## config.mk

```make
export PLATFORM = sky130hd
export DESIGN_NAME = button_debouncer
export DESIGN_NICKNAME = d
export VERILOG_FILES = /design/src/rtl/button_debouncer.sv
export SDC_FILE = /design/constraint.sdc
export NUM_CORES = 1
export LEC_CHECK = 0
export CORE_MARGIN = 4
export CORE_UTILIZATION = 61
export CTS_CLUSTER_SIZE = 25
export DETAILED_ROUTE_END_ITERATION = 6
export PLACE_DENSITY = 0.8
export SLEW_MARGIN = 5
export SYNTH_ARGS = -nofsm -noshare
export SYNTH_HDL_FRONTEND = slang
export SYNTH_SLANG_ARGS = --single-unit
export TNS_END_PERCENT = 30
```

## constraint.sdc

```tcl
create_clock -name clk -period 3.6 [get_ports clk]
set_input_delay 0.54 -clock clk [delete_from_list [all_inputs] [get_ports clk]]
set_output_delay 0.54 -clock clk [all_outputs]
set_load 0.02 [all_outputs]
```

## src/rtl/button_debouncer.sv

```systemverilog
// Multi-button debouncer for the 100 MHz domain. A synchronized 500 Hz tick
// paces per-channel sampling and generates press, release and long-press pulses.
module button_debouncer #(
  parameter int unsigned N_BTN        = 5,
  parameter int unsigned STABLE_TICKS = 10,
  parameter int unsigned LONG_TICKS   = 500
) (
  input  logic             clk,
  input  logic             reset,
  input  logic             tick_clk,
  input  logic [N_BTN-1:0] btn_in,
  output logic [N_BTN-1:0] btn_level,
  output logic [N_BTN-1:0] btn_press,
  output logic [N_BTN-1:0] btn_release,
  output logic [N_BTN-1:0] btn_long
);

  localparam logic [7:0]  STABLE_LAST = 8'(STABLE_TICKS - 1);
  localparam logic [15:0] LONG_MAX    = 16'(LONG_TICKS);
  localparam logic [15:0] LONG_LAST   = 16'(LONG_TICKS - 1);

  logic             s1, s2, s3;
  logic             tick;
  logic [N_BTN-1:0] btn_meta, samp;
  logic [N_BTN-1:0] accept;
  logic [7:0]       stable_cnt [N_BTN];
  logic [15:0]      hold_cnt   [N_BTN];

  always_ff @(posedge clk) begin
    if (!reset) begin
      s1       <= 1'b0;
      s2       <= 1'b0;
      s3       <= 1'b0;
      btn_meta <= '0;
      samp     <= '0;
    end else begin
      s1       <= tick_clk;
      s2       <= s1;
      s3       <= s2;
      btn_meta <= btn_in;
      samp     <= btn_meta;
    end
  end

  always_comb begin
    tick = s2 & ~s3;
    accept = '0;
    for (int unsigned i = 0; i < N_BTN; i++) begin
      accept[i] = (samp[i] != btn_level[i]) && (stable_cnt[i] == STABLE_LAST);
    end
  end

  always_ff @(posedge clk) begin
    if (!reset) begin
      btn_level   <= '0;
      btn_press   <= '0;
      btn_release <= '0;
      btn_long    <= '0;
      for (int unsigned i = 0; i < N_BTN; i++) begin
        stable_cnt[i] <= '0;
        hold_cnt[i]   <= '0;
      end
    end else begin
      btn_press   <= '0;
      btn_release <= '0;
      btn_long    <= '0;
      if (tick) begin
        for (int unsigned i = 0; i < N_BTN; i++) begin
          if (samp[i] == btn_level[i]) begin
            stable_cnt[i] <= '0;
          end else if (accept[i]) begin
            btn_level[i]   <= samp[i];
            stable_cnt[i]  <= '0;
            btn_press[i]   <= samp[i];
            btn_release[i] <= ~samp[i];
          end else begin
            stable_cnt[i] <= stable_cnt[i] + 8'd1;
          end

          // The accepting tick clears the hold count, so a release can never
          // coincide with a long pulse and a new press always starts from 0.
          if (accept[i] || !btn_level[i]) begin
            hold_cnt[i] <= '0;
          end else if (hold_cnt[i] != LONG_MAX) begin
            hold_cnt[i] <= hold_cnt[i] + 16'd1;
            if (hold_cnt[i] == LONG_LAST) begin
              btn_long[i] <= 1'b1;
            end
          end
        end
      end
    end
  end

endmodule

```

[Yosys cells after proc, flatten, opt, wreduce, memory -nomap -nowiden]
Memory sizes are Yosys's and may differ from the RTL's.
Cells that the tools add are included.
Storage, ports and cells
  register bits: 33
  bits in writable memories: 120
  input port bits: 8
  output and inout port bits: 20
  word-level logic and storage cells: 287
  memories: 2
Memory list
  hold_cnt: depth 5, bits a word 16, rd ports 5, clocked after Yosys merged registers in 0, write ports 5, line 27  | logic [15:0] hold_cnt [N_BTN];
  stable_cnt: depth 5, bits a word 8, rd ports 5, clocked after Yosys merged registers in 0, write ports 5, line 26  | logic [7:0] stable_cnt [N_BTN];
Operators by class
  add/sub/neg operators: 10
  equal/unequal tests: 25
  multiplexer cells: 146
  bitwise gates (word level): 49
  reductions and logical operators: 30
Operators by type and width (count)
  $mux 16: 10
  $mux 1: 121
  $mux 8: 15
  $add 16x1->16 const B: 5
  $eq 16x9->1 const B: 5
  $ne 16x9->1 const B: 5
  $add 8x1->8 const B: 5
  $eq 8x4->1 const B: 5
  $reduce_or 4->1: 10
  $or 1x1->1: 25
  $not 1->1: 23
  $reduce_and 3->1: 5
  $eq 1x1->1: 5
  $logic_and 1x1->1: 5
  $logic_not 1->1: 5
  $logic_or 1x1->1: 5
  $ne 1x1->1: 5
  $and 1x1->1: 1

[Logic depth before layout (Yosys ltp)]
Gate-level depths: netlist of run 1.
  depth in word-level cells: 9
  gate-level depth with buffers: 7
  mapped depth without buffers: 6

[Worst setup path after synthesis of run 1]
Ideal clock, no wire load.
  path type: flip-flop to flip-flop
  start point: memory stable_cnt[1][2]
  end point: memory hold_cnt[1][0] (enable)
  library setup time: 0.411 ns
  data arrival time: 2.503 ns
  required time: 3.189 ns
  slack: 0.685 ns
  stages on the path, launching flop included: 5
  buffers on the path: 0
  clock period less this slack: 2.915 ns
  path through: edfxtp_1 -> or4b_2 -> o21ai_0 -> nor3_1 -> o21ai_0
RTL lines (line)
  from (decl): 26
  to (decl): 27

==> results.yml, run 1 <==
routing:
  wl_um: 14500
  avgRoutedWirePerCell_um: 15.42
  vias: 5454
  routed_via_density: 5.802
  drt_iter0_drc: 505
  route.detailed.drc: 0
  ant_nets: 0
  drt_pass1_iterations: 5
yosys:
  async_reset_ff_share_pct: 0
  yosys.area.top_type: "edfxtp_1"
  yosys-top-cells-area: "edfxtp_1, dfxtp_1, nor2_1, xor2_1, xnor2_1"
  synth_common_cells: "nor2_1, edfxtp_1, nand3_1, xor2_1, xnor2_1"
  synth-edff-count: 120
  yosysUniqueCellTypes: 40
  synth_seq_cells: 153
  avgSynthCellArea_sq_um: 10.74
  ys_warn_count: 0
  syn-cell-area_sq_um: 7741
  synth_cells: 721
  synth.most_common_cell: "nor2_1"
  seq_area_frac_synth_pct: 55.08
  synth-main-ff-cell: "edfxtp_1"
  syn_nets: 749
  yosysTopAreaCellShare_pct: 46.55
sta:
  min_period_ns: 2.544
  finalSetupViolCount: 0
  rsz0062_at_grt: "false"
  layout_setup_ws_ns: 1.056
  slew_headroom_pct: 20.49
  max_freq_mhz: 393.1
  finalCritPeriodShare_pct: 70.67
  setup_tns_ns: 0
  finClkSkew_ns: 0.007711
  tightest_slew_ns: 1.191
  slew_viol_final: 0
  hold_viol_final: 0
setup_path:
  criticalPathCategory: "reg -> reg"
  crit_path_start_kind: "register"
  crit_path_end_kind: "register"
  arrival_ns: 2.67
  worstPathMaxFanout: 16
  worstPathRequired_ns: 3.73
  reg2reg_slack_ns: 1.06
placed_design:
  globalplace.congestion: 0.8650
  dp_cells: 908
  dpl_worst_slack_ns: 0.8828
  io_buffers: 27
  place_hpwl_um: 9835
die:
  io_pins: 28
  die_x_um: 120.7
  rows: 40
  die_h_um: 120.7
  initial_core_util_pct: 63.39
  core_sq_um: 12210
  dieArea_sq_um: 14560
clock_network:
  numCtsBuffers: 17
  clk_pin_slew_ns: 0.06
  clock-root-buffer: "clkbuf_16"
  post-cts-setup-buffer-count: 0
  cts_tree: "done"
  h-tree-depth: 4
  clkLatencyLatePin_ns: 0.42
  numClockSinks: 153
  cts_resized: 0
  cts-hold-fix-buffers: 0
  clockBufferDepth: 2
layout:
  fin_cells: 940
  drive_gt1_share_pct: 5.570
  fin_util_pct: 72.43
  areaGrowthSynthToFinish_pct: 14.26
  antenna-diode-count: 0
  nets: 787
global_route:
  grt-ovfl-total: 0
  grt_max_degree: 25
  grt_pass1_vias: 5157
  grt_antenna_before_repair: 0
  globalRouteTotalUtil_pct: 20.81
  grt_pass1_wl_um: 24290
pwr:
  peakVddDrop_v: 0.0004456
  p_per_area_nw_per_um2: 466.0
  p_leak_nw: 3.003
  p_total_mw: 4.122
run_status:
  outcome: "completed"
worst_hold_path:
  min_path_type: "reg -> reg"
flow_run:
  max_cap_violations: 0
==> metal layers <==
layer | wire length, um | vias to the layer above | global-route usage, %
met2 | 7005 | 136 | 32.83
met5 | 0 | - | 0
met4 | 251 | 0 | 7.365
met1 | 6662 | 2633 | 27.80
met3 | 575 | 31 | 5.753
li1 | - | 2654 | -
==> power breakdown <==
group	total [mW]	internal, mW	switching, mW
clock	1.90	1.21	0.687
sequential	2.06	1.97	0.0834
combinational	0.163	0.0713	0.0917
==> worst max-delay path, stage by stage, from the launching register on <==
cell	delay (ns)
edfxtp_1	0.46
nor4_1	0.33
nand4b_1	0.28
o2111ai_1	1.03
nor2_1	0.15
==> layout make-up <==
class,instances,area [sq um]
clock buffer,20,467.9
clock inverter,12,170.2
fill,870,3367
inverter,38,142.6
multi-input combinational,514,3259
sequential,153,4264
tap,168,210.2
timing repair buffer,35,330.3
==> cell usage in the layout, fill, tap and decap left out, drive strengths merged, types with 9 or more instances in the layout <==
cell and instances:
clkdlybuf4s50 27, inv 38, clkbuf 20, ha 20, and4 9, and2 15, nor2 136, nor4b 11
dfxtp 33, nand3 57, edfxtp 120, nand2 24, nand4 35, xor2 57, and3 13, nor3 13
nor4 31, xnor2 48
==> state kept, by name (all words and copies together), names as in the netlist <==
register	flops
btn_level	5
btn_long	5
btn_meta	5
btn_press	5
btn_release	5
hold_cnt	80
s1	1
s2	1
s3	1
samp	5
stable_cnt	40
==> stage by stage <==
stage,hold WS [ns],instance area [sq um]
3_5_place_dp,0.4298,8207
3_3_place_gp,0.4142,8207
4_1_cts,0.4354,8845
2_1_floorplan,0.4119,7741
5_1_grt,0.4458,8845
6_report,0.4304,8845
==> final timing paths <==
check / start / end / cells after the start
worst min-delay path: btn_meta[0] / samp[0] / 1
worst max register to register: stable_cnt[2][2] / hold_cnt[2][14] / 4
worst max-delay path: stable_cnt[2][2] / hold_cnt[2][14] / 4
worst min register to register: btn_meta[0] / samp[0] / 1
==> kinds of logic (layout without fill, tap and decap cells) <==
family	count (synthesis)	after routing	synth area share, %
buf+inv	54	105	2.812
simple gates	370	370	24.89
fa+ha+maj	20	20	3.233
mux	5	5	0.6465
flops	153	153	55.08
xor+xnor	105	105	11.88
compound gates	14	14	1.455
No activity file was read; power rests on OpenSTA's default activity.
==> run 2: changes to the inputs <==
--- a/config.mk
+++ b/config.mk
@@ -6,10 +6,10 @@
 export NUM_CORES = 1
 export LEC_CHECK = 0
 export CORE_MARGIN = 4
-export CORE_UTILIZATION = 61
+export CORE_UTILIZATION = 55
 export CTS_CLUSTER_SIZE = 25
 export DETAILED_ROUTE_END_ITERATION = 6
-export PLACE_DENSITY = 0.8
+export PLACE_DENSITY = 0.76
 export SLEW_MARGIN = 5
 export SYNTH_ARGS = -nofsm -noshare
 export SYNTH_HDL_FRONTEND = slang
==> constraint.sdc (replaced) <==
create_clock -name clk -period 2.1 [get_ports clk]
set_input_delay 0.315 -clock clk [delete_from_list [all_inputs] [get_ports clk]]
set_output_delay 0.315 -clock clk [all_outputs]
set_load 0.02 [all_outputs]
==> results.yml, run 2 (synthesis results as in run 1) <==
run_status:
  outcome: "finished with violations"
  violations: "negative setup slack"
die:
  io_pins: 28
  die_h_um: 126.6
  dieArea_sq_um: 16040
  initial_core_util_pct: 55.99
  die_x_um: 126.6
  rows: 43
  core_sq_um: 13830
layout:
  nFillCells: 995
  antenna-diode-count: 0
  mostFrequentLayoutCell: "nor2_1"
  fin_cells: 998
  areaGrowthSynthToFinish_pct: 21.40
  largest_register_ffs: 80
  fin_util_pct: 67.97
  drive_gt1_share_pct: 12.35
  final_cell_mix: "nor2_1, edfxtp_1, xor2_1"
  design_area_sq_um: 9398
  nets: 833
  top_regs: "hold_cnt (80), stable_cnt (40)"
  largest-register: "hold_cnt"
setup_path:
  arrival_ns: 2.29
  path_cells: "inv_1 > ha_2 > or4b_4 > buf_6 > o21ai_2 > nor3_2 > o21ai_4 > clkbuf_16"
  crit_cells: 8
  crit_family: "simple AND/OR/NAND/NOR gates"
  worstPathMaxFanout: 8
  max_stage_delay_ns: 0.49
  crit_path_start_kind: "register"
  reg2reg_depth: 8
  worstPathRequired_ns: 2.25
  crit_path_end_kind: "register"
  slowest_stage: "or4b_4"
  criticalPathCategory: "reg -> reg"
  crit_buf_inv: 3
sta:
  slew_viol_final: 0
  hold-worst-slack_ns: 0.4313
  slew_headroom_pct: 70.83
  min_period_ns: 2.139
  max_freq_mhz: 467.5
  finClkSkew_ns: 0.007521
  finalSetupViolCount: 16
  hold_viol_final: 0
  layout_setup_ws_ns: -0.03919
  finalCritPeriodShare_pct: 101.9
  rsz0062_at_grt: "true"
  tightest_slew_ns: 0.4376
routing:
  routed_via_density: 5.640
  avgRoutedWirePerCell_um: 15.45
  drt_pass1_iterations: 5
  drt_iter0_drc: 534
  ant_nets: 0
  wl_um: 15420
  vias: 5629
  route.detailed.drc: 0
pwr:
  p_per_area_nw_per_um2: 756.8
  p_leak_nw: 3.264
  peakVddDrop_v: 0.0006100
placed_design:
  globalplace.congestion: 0.8414
  dpl-instance-area_sq_um: 8637
  place_hpwl_um: 10550
  dp_cells: 963
  io_buffers: 27
clock_network:
  cts_tree: "done"
  h-tree-depth: 4
  clkLatencyLatePin_ns: 0.43
  clockBufferDepth: 2
  cts-hold-fix-buffers: 0
  numCtsBuffers: 17
  clock-root-buffer: "clkbuf_16"
  clk_pin_slew_ns: 0.06
  numClockSinks: 153
worst_hold_path:
  holdPathStages: 1
  min_path_type: "reg -> reg"
global_route:
  globalRouteTotalUtil_pct: 19.97
  grt-busiest-layer: "met2"
  grt_antenna_before_repair: 0
  grt_pass1_wl_um: 26030
  grt-ovfl-total: 0
  met3_usage_pct: 5.474
  grt_use_met2_pct: 32.16
  use_met1_pct: 25.42
  grt_max_degree: 25
  grt_pass1_vias: 5561
flow_run:
  max_cap_violations: 0
[run 2: changes by cell type in the layout (fill, tap and decap cells not counted), sizes merged]
| cell | before | now |
|---|---|---|
| buf | 8 | 52 |
| clkinv | 7 | 4 |
| clkinvlp | 1 | 0 |
| o2111ai | 2 | 3 |
| bufinv | 4 | 3 |
| clkbuf | 20 | 26 |
[run 2: worst paths after layout]
kind              slack [ns]        startpoint              end
setup / recovery       -0.04  stable_cnt[1][1]  hold_cnt[1][11]
hold / removal          0.43       btn_meta[0]          samp[0]
setup reg to reg       -0.04  stable_cnt[1][1]  hold_cnt[1][11]
hold reg to reg         0.43       btn_meta[0]          samp[0]
[run 2: layout make-up]
| type | count | area (sq um) | area share [%] |
|---|---|---|---|
| well taps | 180 | 225.2 | 2.396 |
| flip-flops and latches | 153 | 4264 | 45.37 |
| inverters | 38 | 142.6 | 1.518 |
| clock buffers | 25 | 516.7 | 5.499 |
| repair buffers | 80 | 752.0 | 8.002 |
| clock inverters | 7 | 110.1 | 1.172 |
| multi-input cells | 515 | 3387 | 36.04 |
[run 2: what timing repair did]
item                       in CTS  in global routing
pin swaps                       0                  4
resized for setup               5                 11
setup endpoints to repair      31                 65
buffers inserted                0                  1
gates cloned                    1                  1
[run 2: where the power goes]
group          switching [mW]  internal, mW
combinational           0.191         0.182
sequential              0.128          3.38
clock                    1.17          2.06
[run 2: stage by stage]
stage               setup WS, ns  total power [mW]  TNS (ns)
global route            -0.08688             7.346    -1.766
CTS                    0.0005498             7.151         0
detailed placement       -0.1429             3.925    -1.070
finish                  -0.03919             7.112   -0.3567
floorplan                -0.2525             3.758    -4.610
global placement        -0.05113             3.904   -0.3610
[run 2: per-layer routing]
layer  share of wire [%]  wire length, um
met4                 1.8              280
met2                  49             7586
met1                  44             6831
met3                 4.7              722
met5                   0                0
